===== config.mk =====
export PLATFORM = sky130hd
export DESIGN_NAME = dst_uart_tx
export DESIGN_NICKNAME = d
export VERILOG_FILES = /design/src/rtl/dst_uart_pkg.sv /design/src/rtl/dst_uart_tx_if.sv /design/src/rtl/uart_tx_byte.sv /design/src/rtl/dst_uart_tx.sv
export SDC_FILE = /design/constraint.sdc
export NUM_CORES = 1
export LEC_CHECK = 0
export ABC_AREA = 1
export BUFFER_PORTS_ARGS = -buffer_cell sky130_fd_sc_hd__buf_2
export CAP_MARGIN = 20
export CORE_MARGIN = 3
export CORE_UTILIZATION = 30
export DETAILED_ROUTE_END_ITERATION = 12
export HOLD_SLACK_MARGIN = 0.03
export PLACE_DENSITY = 0.52
export SLEW_MARGIN = 20
export SYNTH_ARGS = -nofsm -noshare
export SYNTH_HDL_FRONTEND = slang
export SYNTH_SLANG_ARGS = --single-unit

===== constraint.sdc =====
create_clock -name CLK -period 1.6 [get_ports CLK]
set_input_delay 0 -clock CLK [delete_from_list [all_inputs] [get_ports CLK]]
set_output_delay 0 -clock CLK [all_outputs]
set_load 0.005 [all_outputs]

===== src/rtl/dst_uart_pkg.sv =====
// Shared FSM state encoding and ASCII constants for the distance UART transmitter.
package dst_uart_pkg;

    typedef enum logic [1:0] {
        ST_IDLE,
        ST_START,
        ST_DATA,
        ST_STOP
    } tx_state_e;

    localparam logic [7:0] ASCII_CR    = 8'h0D;
    localparam logic [7:0] ASCII_LF    = 8'h0A;
    localparam logic [7:0] ASCII_ZERO  = 8'h30;
    localparam logic [7:0] ASCII_QMARK = 8'h3F;
    localparam logic [7:0] ASCII_SPACE = 8'h20;
    localparam logic [7:0] ASCII_C     = 8'h63;
    localparam logic [7:0] ASCII_M     = 8'h6D;

    // Non-decimal nibbles are shown as '?' rather than wrapping into punctuation.
    function automatic logic [7:0] digit_to_ascii(input logic [7:0] d);
        return (d <= 8'd9) ? (ASCII_ZERO + d) : ASCII_QMARK;
    endfunction

endpackage


===== src/rtl/dst_uart_tx_if.sv =====


interface dst_uart_byte_if ();
    logic       start;
    logic [7:0] data;
    logic       done;
    logic       tx;

    modport master (output start, data, input done, tx);
    modport slave  (input start, data, output done, tx);
endinterface


===== src/rtl/uart_tx_byte.sv =====
// 8N1 byte serialiser: DIV clocks per bit, done pulses in the last stop-bit cycle so the
// next byte can start without an idle gap.
module uart_tx_byte
    import dst_uart_pkg::*;
#(
    parameter int DIV = 434
) (
    input  logic            clk,
    input  logic            rst_n,
    dst_uart_byte_if.slave  link
);
    localparam int CW = (DIV > 1) ? $clog2(DIV) : 1;

    tx_state_e   state_q, state_d;
    logic [CW-1:0] cnt_q, cnt_d;
    logic [2:0]  bit_q, bit_d;
    logic [7:0]  shift_q, shift_d;
    logic        tx_q, tx_d;
    logic        bit_end;

    assign bit_end   = (cnt_q == CW'(DIV - 1));
    assign link.done = (state_q == ST_STOP) && bit_end;
    assign link.tx   = tx_q;

    always_comb begin
        state_d = state_q;
        cnt_d   = cnt_q;
        bit_d   = bit_q;
        shift_d = shift_q;
        tx_d    = tx_q;
        if (state_q != ST_IDLE) begin
            cnt_d = bit_end ? '0 : cnt_q + 1'b1;
        end
        unique case (state_q)
            ST_IDLE: begin
                if (link.start) begin
                    state_d = ST_START;
                    shift_d = link.data;
                    tx_d    = 1'b0;
                    cnt_d   = '0;
                end
            end
            ST_START: begin
                if (bit_end) begin
                    state_d = ST_DATA;
                    bit_d   = 3'd0;
                    tx_d    = shift_q[0];
                end
            end
            ST_DATA: begin
                if (bit_end) begin
                    if (bit_q == 3'd7) begin
                        state_d = ST_STOP;
                        tx_d    = 1'b1;
                    end else begin
                        bit_d   = bit_q + 3'd1;
                        tx_d    = shift_q[1];
                        shift_d = shift_q >> 1;
                    end
                end
            end
            ST_STOP: begin
                // Back-to-back: a start request in the final stop cycle goes straight to START.
                if (bit_end) begin
                    if (link.start) begin
                        state_d = ST_START;
                        shift_d = link.data;
                        tx_d    = 1'b0;
                    end else begin
                        state_d = ST_IDLE;
                    end
                end
            end
            default: state_d = ST_IDLE;
        endcase
    end

    always_ff @(posedge clk or negedge rst_n) begin
        if (!rst_n) begin
            state_q <= ST_IDLE;
            cnt_q   <= '0;
            bit_q   <= '0;
            shift_q <= '0;
            tx_q    <= 1'b1;
        end else begin
            state_q <= state_d;
            cnt_q   <= cnt_d;
            bit_q   <= bit_d;
            shift_q <= shift_d;
            tx_q    <= tx_d;
        end
    end

endmodule


===== src/rtl/dst_uart_tx.sv =====
// Sends a BCD distance as ASCII digits + CR LF over UART; DST_UART_UNITS_EN inserts " cm"
// before CR LF. A new distance is only accepted while idle; anything else is dropped.
module dst_uart_tx
    import dst_uart_pkg::*;
#(
    parameter int CLK_FREQ   = 50000000,
    parameter int BAUD       = 115200,
    parameter int BCD_DIGITS = 3,
    parameter int NUM_LEN    = 4,
    parameter int BCD_LEN    = BCD_DIGITS * NUM_LEN
) (
    input  logic               CLK,
    input  logic               RST_n,
    input  logic               I_VLD,
    input  logic [BCD_LEN-1:0] I_BCD,
    output logic               O_TX,
    output logic               O_BUSY,
    output logic               O_DROP
);
    localparam int DIV = CLK_FREQ / BAUD;
`ifdef DST_UART_UNITS_EN
    localparam int UNIT_CHARS = 3;
`else
    localparam int UNIT_CHARS = 0;
`endif
    localparam int NUM_CHARS = BCD_DIGITS + UNIT_CHARS + 2;
    localparam int IW        = $clog2(NUM_CHARS + 1);

    logic               busy_q, busy_d;
    logic               drop_q, drop_d;
    logic [BCD_LEN-1:0] bcd_q, bcd_d;
    logic [IW-1:0]      idx_q, idx_d;
    logic               accept;
    logic [BCD_LEN-1:0] bcd_src;
    logic [IW-1:0]      char_sel;
    logic [7:0]         char_ascii;
    logic [7:0]         digit_ascii [BCD_DIGITS];

    dst_uart_byte_if link ();

    uart_tx_byte #(.DIV(DIV)) u_byte (
        .clk   (CLK),
        .rst_n (RST_n),
        .link  (link)
    );

    // The first character is chosen from I_BCD directly so its start bit follows the accept edge.
    assign accept   = I_VLD && !busy_q;
    assign bcd_src  = accept ? I_BCD : bcd_q;
    assign char_sel = accept ? '0 : idx_q;

    for (genvar gi = 0; gi < BCD_DIGITS; gi++) begin : g_digit
        assign digit_ascii[gi] = digit_to_ascii(8'(bcd_src[BCD_LEN-1-gi*NUM_LEN -: NUM_LEN]));
    end

    always_comb begin
        char_ascii = ASCII_LF;
        for (int i = 0; i < BCD_DIGITS; i++) begin
            if (char_sel == IW'(i)) char_ascii = digit_ascii[i];
        end
`ifdef DST_UART_UNITS_EN
        if (char_sel == IW'(BCD_DIGITS))     char_ascii = ASCII_SPACE;
        if (char_sel == IW'(BCD_DIGITS + 1)) char_ascii = ASCII_C;
        if (char_sel == IW'(BCD_DIGITS + 2)) char_ascii = ASCII_M;
`endif
        if (char_sel == IW'(NUM_CHARS - 2))  char_ascii = ASCII_CR;
    end

    assign link.data = char_ascii;

    always_comb begin
        busy_d     = busy_q;
        idx_d      = idx_q;
        bcd_d      = bcd_q;
        drop_d     = I_VLD && busy_q;
        link.start = 1'b0;
        if (accept) begin
            busy_d     = 1'b1;
            idx_d      = IW'(1);
            bcd_d      = I_BCD;
            link.start = 1'b1;
        end else if (link.done) begin
            if (idx_q < IW'(NUM_CHARS)) begin
                link.start = 1'b1;
                idx_d      = idx_q + 1'b1;
            end else begin
                busy_d = 1'b0;
                idx_d  = '0;
            end
        end
    end

    always_ff @(posedge CLK or negedge RST_n) begin
        if (!RST_n) begin
            busy_q <= 1'b0;
            drop_q <= 1'b0;
            bcd_q  <= '0;
            idx_q  <= '0;
        end else begin
            busy_q <= busy_d;
            drop_q <= drop_d;
            bcd_q  <= bcd_d;
            idx_q  <= idx_d;
        end
    end

    assign O_TX   = link.tx;
    assign O_BUSY = busy_q;
    assign O_DROP = drop_q;

endmodule


==> summary.txt <==
Clock tree
  • CTS buffer count: 5
  • Clk sink count: 38
  • CTS tree: built
  • H-tree levels: 2
  • CTS root buf: clkbuf_8
  • Clk_lat worst skew: 0.31 ns
  • CTS max path bufs: 2
  • Clk slew on worst S/H paths: roughly 0.080 ns

Cells and area
  • Final non-filler cell total: 442
  • Diode count: 0
  • Share of layout cells above drive strength 1: a little over a third
  • Synth-to-layout area growth: 34.7%
  • Layout Nets: 370

Timing
  • Worst slew margin: 65.1%
  • Final slew viol count: 0
  • Final Hold Viols: 0
  • Fin crit period: ~1.6 ns
  • RSZ-0062 raised after global routing: true
  • Setup TNS: 0 ns
  • Final setup viols: 0
  • Worst-Margin Slew: around 0.52 ns
  • Max Clock Skew: around 0.011 ns
  • Max Freq: 626 MHz
  • Period utilization: 99.8%
  • Final WS setup: 0.00323 ns

Global routing
  • Gr usage total: a little over an eighth
  • Largest net degree at the start of global routing: 21
  • Initial antenna violation count: 0
  • Number of global-route vias before repair: ~2000
  • GRT overflow: 0
  • First-pass GRT wire length: approximately 9000 um

Hold path
  • Hold WC Path Type: input port to flop
  • Hold-critical path depth: 5
  • Hold EP: bcd_q[1]
  • Min-delay src: I_BCD[1]

Synthesis
  • Yosys cell types: 33
  • Register bit total from synthesis: 38
  • Synth Flop Type: dfrtp_1
  • Synth top cells by count: nand2_1, inv_1, dfrtp_1
  • Ys async rst share: between 90% and 100%
  • Post-synth EDFFs: 0
  • Most frequent cell after synthesis: nand2_1
  • Top-area cell type share of the netlist area: 41.3%
  • Ranking of synthesized cells by area: dfrtp_1, nand2_1, inv_1
  • Yosys top cell by area: dfrtp_1
  • YS warnings: 0
  • Syn avg cell area: 7.92 sq um
  • Syn Nets: around 300
  • Mapped Cells: between 200 and 300
  • Register area share after synthesis: 42.5%
  • Mapped Area: 2240 sq um

Critical path
  • Worst EP required: 1.84 ns
  • Worst endpoint data arrival time: roughly 1.8 ns
  • Worst R2R End: u_byte.shift_q[0]
  • Crit path max fanout: 5
  • R2r startpoint: u_byte.cnt_q[1]
  • Reg2reg setup slack: 0.003 ns
  • Critical path class: flop to flop
  • Worst Reg-to-Reg Cells: 12
  • Endpoint class of the critical path: flop
  • Startpoint types: flop

Detailed routing
  • Vias per std cell: 4.50
  • Routed vias: 1990
  • Initial drt markers: 50
  • Antenna-violating nets left: 0
  • Wire per inst: around 12 um
  • First-pass iteration count of the detailed router: 5
  • DRC Markers: 0
  • Overall routed net length: 5280 um

Die
  • # rows: 30
  • Die H: 92.4 um
  • Die area: 8540 sq um
  • Die Wd: 92.4 um
  • # IOs: 18
  • Starting Density: 31.9%
  • Total core area: 7020 sq um

Power and ir drop
  • Peak supply drop: 413 uV
  • Pleak: 1.52 nW
  • PwrDens: 694 nW/um^2

Placed design
  • Placed insts: 413
  • HPWL after DPL: 3720 um
  • RD Place Congestion: 0.762
  • Number of port buffers: 17
  • Setup WS pre-CTS: -0.0457 ns

Outcome
  • Status: completed

Flow run
  • Maxcap violations: 0
## report_power, final
group          internal (W)  leakage, nW  switching (W)
sequential         0.000968        0.455     0.00000431
combinational     0.0000486        0.999      0.0000571
clock              0.000625       0.0683       0.000391
## area by class of cell
cell class                      count  area, sq um
Sequential cell                    38          953
Inverter                           51          196
Tap cell                           96          120
Fill cell                         729         4000
Clock buffer                        5         68.8
Multi-Input combinational cell    191         1190
Clock inverter                      3         68.8
Timing Repair Buffer               58          422
## per-layer routing
metal  track usage [%]  routed length (um)  share of wire (%)
met1              16.9                2510                 48
met2              21.7                2480                 47
met3              2.52                 200                3.8
met4              4.83                  86                1.6
met5                 0                   0                  0
## cells in the final DEF (no fill, tap or decap), drive strengths merged, types with 3 or more instances in the layout
cell / synthesis / layout
a21oi: 11 / 11
buf: 3 / 48
clkbuf: 1 / 5
dfrtp: 37 / 37
dlygate4sd3: 0 / 10
ha: 10 / 10
inv: 51 / 51
nand2: 82 / 83
nand3: 16 / 16
nand3b: 4 / 4
nand4: 4 / 4
nor2: 23 / 23
nor3: 3 / 3
o21ai: 20 / 20
o22ai: 5 / 5
xor2: 3 / 3
## critical path, cell delays in order (launching register included)
cell      delay, ns
dfrtp_1        0.40
inv_2          0.09
ha_4           0.14
nand2_4        0.05
nor2_4         0.12
nand2_4        0.07
nand2_2        0.06
nand3b_1       0.11
nor2_4         0.18
nand2_4        0.10
inv_4          0.08
nor2_2         0.04
a21oi_2        0.10
## registers in the layout (all words and copies together), names as in the netlist
signal / count
O_BUSY: 1
O_DROP: 1
bcd_q: 12
idx_q: 3
u_byte.bit_q: 3
u_byte.cnt_q: 9
u_byte.link.tx: 1
u_byte.shift_q: 6
u_byte.state_q: 2
## metrics by stage
step	hold slack (ns)	power, W	utilization [%]	cell area, sq um
6_report	0.0453	0.00209	43.0	3020
5_1_grt	0.0746	0.00218	43.0	3020
4_1_cts	0.0411	0.00213	40.8	2860
3_5_place_dp	0.00300	0.00108	36.5	2560
3_3_place_gp	-0.00293	0.00108	36.5	2560
2_1_floorplan	-0.296	0.00103	-	2240
## how the worst max path moves through the flow
stage,slack (ns),cells after the start,startpoint,to
2_1_floorplan,0.02,11,u_byte.state_q[0],u_byte.state_q[0]
3_3_place_gp,0.001,8,idx_q[0],u_byte.shift_q[0]
3_5_place_dp,-0.05,10,u_byte.state_q[0],u_byte.state_q[0]
4_1_cts,0.0007,12,u_byte.cnt_q[1],u_byte.shift_q[0]
5_1_grt,-0.11,12,u_byte.cnt_q[1],u_byte.shift_q[1]
6_report,0.003,12,u_byte.cnt_q[1],u_byte.shift_q[0]
## cells by family (layout without fill, tap and decap cells)
group	Yosys count	count (layout)	share of synthesized area [%]
buffers and inverters	55	117	10.6
AO/OA/AOI/OAI	41	41	9.94
multiplexers	1	1	0.447
flip-flops	38	38	42.5
XOR/XNOR	5	5	1.95
AND/OR/NAND/NOR	133	134	29.0
adder cells (fa/ha/maj)	10	10	5.58
## timing repair
item	4_1_cts	5_1_grt
gates cloned	0	1
setup endpoints to repair	4	23
hold buffers	10	0
endpoints found under the hold margin	27	0
pin swaps	7	13
resized for setup	8	34
buffers inserted	5	5
Note: power is estimated with default switching activity, not from simulation.
